--- config.mk ---
export PLATFORM = sky130hd
export DESIGN_NAME = envelope_vca
export DESIGN_NICKNAME = d
export VERILOG_FILES = /design/src/rtl/envelope_vca.sv
export SDC_FILE = /design/constraint.sdc
export NUM_CORES = 1
export LEC_CHECK = 0
export ABC_AREA = 1
export BUFFER_PORTS_ARGS = -buffer_cell sky130_fd_sc_hd__buf_2
export CORE_AREA = 2 2 75 77
export CTS_CLUSTER_DIAMETER = 200
export CTS_CLUSTER_SIZE = 8
export DETAILED_ROUTE_END_ITERATION = 10
export DIE_AREA = 0 0 77 79
export PLACE_DENSITY_LB_ADDON = 0.15
export SLEW_MARGIN = 30
export SYNTH_ARGS = -nofsm -noshare
export SYNTH_HDL_FRONTEND = slang
export SYNTH_SLANG_ARGS = --single-unit
--- constraint.sdc ---
create_clock -name clk -period 3.3 [get_ports clk]
set_clock_uncertainty 0.2 [all_clocks]
set_input_delay 0.66 -clock clk [delete_from_list [all_inputs] [get_ports clk]]
set_output_delay 0.66 -clock clk [all_outputs]
set_load 0.01 [all_outputs]
--- src/rtl/envelope_vca.sv ---
// ADSR amplitude envelope with an 8-bit PWM output stage.
// Gate edges retrigger or release the envelope; level chops the oscillator.
module envelope_vca #(
    parameter logic [15:0] PRESCALE     = 16'd1000,
    parameter logic [7:0]  ATTACK_STEP  = 8'd4,
    parameter logic [7:0]  DECAY_STEP   = 8'd1,
    parameter logic [7:0]  SUSTAIN      = 8'd160,
    parameter logic [7:0]  RELEASE_STEP = 8'd2
) (
    input  logic       clk,
    input  logic       rst,
    input  logic       gate,
    input  logic       osc_in,
    output logic [7:0] level,
    output logic [2:0] state,
    output logic       pwmout
);

    typedef enum logic [2:0] {
        S_IDLE    = 3'd0,
        S_ATTACK  = 3'd1,
        S_DECAY   = 3'd2,
        S_SUSTAIN = 3'd3,
        S_RELEASE = 3'd4
    } state_t;

    state_t      state_q, state_d;
    logic [7:0]  level_q, level_d;
    logic [15:0] presc_q, presc_d;
    logic [7:0]  pwm_cnt_q;
    logic        gate_q;
    logic        pwm_q, pwm_d;

    logic       tick;
    logic       rise;
    logic       fall;
    logic       fall_act;
    logic [8:0] att_sum;
    logic [8:0] dec_lim;

    assign tick    = (presc_q == PRESCALE - 16'd1);
    assign presc_d = tick ? 16'd0 : presc_q + 16'd1;

    assign rise = gate & ~gate_q;
    assign fall = ~gate & gate_q;

    assign att_sum = {1'b0, level_q} + {1'b0, ATTACK_STEP};
    assign dec_lim = {1'b0, SUSTAIN} + {1'b0, DECAY_STEP};

    // A fall only counts as an event while the note is still sounding.
    assign fall_act = fall && (state_q == S_ATTACK ||
                               state_q == S_DECAY  ||
                               state_q == S_SUSTAIN);

    always_comb begin
        state_d = state_q;
        level_d = level_q;
        if (rise) begin
            state_d = S_ATTACK;
        end else if (fall_act) begin
            state_d = S_RELEASE;
        end else if (tick) begin
            unique case (state_q)
                S_IDLE: begin
                    level_d = 8'd0;
                end
                S_ATTACK: begin
                    if (att_sum >= 9'd255) begin
                        level_d = 8'd255;
                        state_d = S_DECAY;
                    end else begin
                        level_d = att_sum[7:0];
                    end
                end
                S_DECAY: begin
                    if ({1'b0, level_q} <= dec_lim) begin
                        level_d = SUSTAIN;
                        state_d = S_SUSTAIN;
                    end else begin
                        level_d = level_q - DECAY_STEP;
                    end
                end
                S_SUSTAIN: begin
                    level_d = SUSTAIN;
                end
                S_RELEASE: begin
                    if (level_q <= RELEASE_STEP) begin
                        level_d = 8'd0;
                        state_d = S_IDLE;
                    end else begin
                        level_d = level_q - RELEASE_STEP;
                    end
                end
                default: begin
                    level_d = 8'd0;
                    state_d = S_IDLE;
                end
            endcase
        end
    end

    assign pwm_d = osc_in & (pwm_cnt_q < level_q);

    always_ff @(posedge clk) begin
        if (rst) begin
            state_q   <= S_IDLE;
            level_q   <= 8'd0;
            presc_q   <= 16'd0;
            pwm_cnt_q <= 8'd0;
            gate_q    <= 1'b0;
            pwm_q     <= 1'b0;
        end else begin
            state_q   <= state_d;
            level_q   <= level_d;
            presc_q   <= presc_d;
            pwm_cnt_q <= pwm_cnt_q + 8'd1;
            gate_q    <= gate;
            pwm_q     <= pwm_d;
        end
    end

    assign level  = level_q;
    assign state  = state_q;
    assign pwmout = pwm_q;

endmodule

==> run summary <==
Core Region = 5340 um^2
CP Launch Type = flip-flop
Vias per cell = 5.06
Die area = 6080 um^2
Chip width = 77 um
CTS Buffer Depth = 2
Placed Cells incl. Taps = 469
WS Path Type = flip-flop to flip-flop
Placed inst area = 2690 um^2
Worst R2R Start = level[2]$_SDFFE_PP0P_
Synth cell count leaders = 89 x nand2_1, 54 x inv_1, 51 x nor2_1
Fmax = 421 MHz
Synth-to-Final Area Change = 9.95%
Core Rows = 27
EDFF count, synth = 0
Register area share after synthesis = 0.290
Max-Cap Viols = 0
Post-CTS resize count = 0
Post-Syn Area = 2550 um^2
Top cell type's share of synthesized area = 0.290
Vias in the first global route = 2,237
1st-pass router iterations = 5
RSZ-0062 raised after global routing = no
# port buffers = 15
Pins Over Slew Limit = 0
Pleak = 1.27 nW
Hold WC Path Type = flip-flop to flip-flop
Area of the multi-input gates = 1570 um^2
Cell area after layout = 2810 um^2
TritonCTS buffer count = 5
GRT Total Usage = 0.209
Die Ht = 79 um
Vias = 2,416
DP HPWL = 4390 um
DRT iter0 DRCs = 181
CTS H-tree depth = 2
Peak VDD IR = 0.181 mV
Antenna Cells = 0
Yosys top cell by area = dfxtp_1
Final hold vios = 0
PwrDens = 329 nW/um^2
GPL Wtd Cong = 0.871
Fin crit period = 2.38 ns
Status = completed
Syn Inst Count = 386
Synth Flop Type = dfxtp_1
Clk slew on worst S/H paths = 0.08 ns
NumNets Final = 427
Root buf cell = clkbuf_8
Non-filler cells, final = 477
Top Ports = 16
Least-Margin Pin Slew = 0.528 ns
Hold-fix buffers at CTS = 0
Worst EP required = 3.32 ns
Crit path from = level[2]$_SDFFE_PP0P_
GR Overflow Total = 0
DRT antenna net count = 0
Top cells by area, synth = dfxtp_1 29%, nand2_1 13%, ha_1 9.3%
Setup violators final = 0
Fillcell total = 576
Worst Setup End Kind = flip-flop
Initial antenna violation count = 0
Share of cells above drive strength 1 = 0.114
Largest net degree at the start of global routing = 16
First-pass GRT wire length = 10,200 um
Yosys cell types = 32
Initial Util = 0.478
Worst-Skew Late Latency = 0.28 ns
Ys async rst share = 0
DR WL/cell = 12.3 um
# clock sinks = 37
CTS tree = yes
Synth Warn # = 0
Most common cell in the netlist = nand2_1
Min-delay src = presc_q[0]$_SDFF_PP0_
Final WL = 5850 um
Synthesis-stage register bit count = 37
Remaining DRCs = 0
Syn nets = 409
Period utilization = 0.720
Crit path DAT = 2.40 ns
Minimum hold slack = 0.260 ns
Critical-path maximum fanout = 10
Sum Neg Setup Slack = 0 ns
Max-slew headroom = 0.645
Syn Area/Cell = 6.62 um^2
Register area = 741 um^2
Post-CTS Setup Inserts = 0
-- cells by family (layout without fill, tap and decap cells) --
| family | Yosys count | count (layout) | synth area share |
|---|---|---|---|
| AND/OR/NAND/NOR | 213 | 213 | 0.390 |
| XOR/XNOR | 12 | 12 | 0.0412 |
| AO/OA/AOI/OAI | 44 | 44 | 0.0911 |
| adder cells (fa/ha/maj) | 19 | 19 | 0.0931 |
| flip-flops | 37 | 37 | 0.290 |
| buffers and inverters | 61 | 80 | 0.0946 |
-- layer usage --
metal	share of wire	routed length [um]	track usage
met1	0.49	2840	0.273
met2	0.46	2700	0.339
met3	0.027	159	0.0364
met4	0.025	147	0.0982
met5	0	0	0
-- layout make-up --
| cell class | count | area share |
|---|---|---|
| clock buffer | 7 | 0.0307 |
| inverter | 57 | 0.0762 |
| multi-input combinational | 288 | 0.560 |
| sequential | 37 | 0.264 |
| timing repair buffer | 15 | 0.0267 |
| clock inverter | 1 | 0.0107 |
| tap | 72 | 0.0321 |
-- worst paths after layout --
check        cells past startpoint                     to  slack (ns)
max                             12  level[2]$_SDFFE_PP0P_        0.92
max reg2reg                     12  level[2]$_SDFFE_PP0P_        0.92
min reg2reg                      1  presc_q[0]$_SDFF_PP0_        0.26
min                              1  presc_q[0]$_SDFF_PP0_        0.26
-- where the power goes --
| part | internal [W] | switching (W) |
|---|---|---|
| clock network | 0.000247 | 0.000165 |
| registers | 0.000455 | 0.00000783 |
| logic | 0.0000177 | 0.0000333 |
| total | 0.000719 | 0.000206 |
-- placed cells by master, fill, tap and decap left out, drive strengths merged --
cell type and count:
nand2 94, nor2 59, inv 57, dfxtp 37, nand3 33, a21oi 22
ha 19, o21ai 16, buf 15, nor3 13, xor2 9, nand4 7
clkbuf 7, nor4 3, xnor2 3, or2 2, o22ai 2, nor3b 2
a31oi 1, o211ai 1, o21a 1, o2111ai 1, bufinv 1
-- worst max-delay path, cell delays in order, from the launching register on --
cell and delay [ns]:
dfxtp_1 0.57, inv_1 0.23, ha_1 0.35, nand3_1 0.08, nand2_1 0.09, nand2_1 0.06, nor2_1 0.10, nand3_1 0.11
nand2_1 0.08, nand2_1 0.13, nand2_1 0.10, nand2_1 0.07, a21oi_1 0.15
-- metrics by stage --
step	util	worst slack (ns)	total power, W
after detailed placement	0.504	0.957	0.000524
after global placement	0.504	0.990	0.000524
after floorplan	-	1.27	0.000510
final	0.526	0.924	0.000925
after global routing	0.526	0.744	0.000965
after CTS	0.526	0.953	0.000935
-- state kept, by name, summed over array words and instances (netlist names) --
signal and cells:
presc_q 16, level 8, pwm_cnt_q 8, state 3, gate_q 1, pwmout 1
Note: power is estimated with default switching activity, not from simulation.
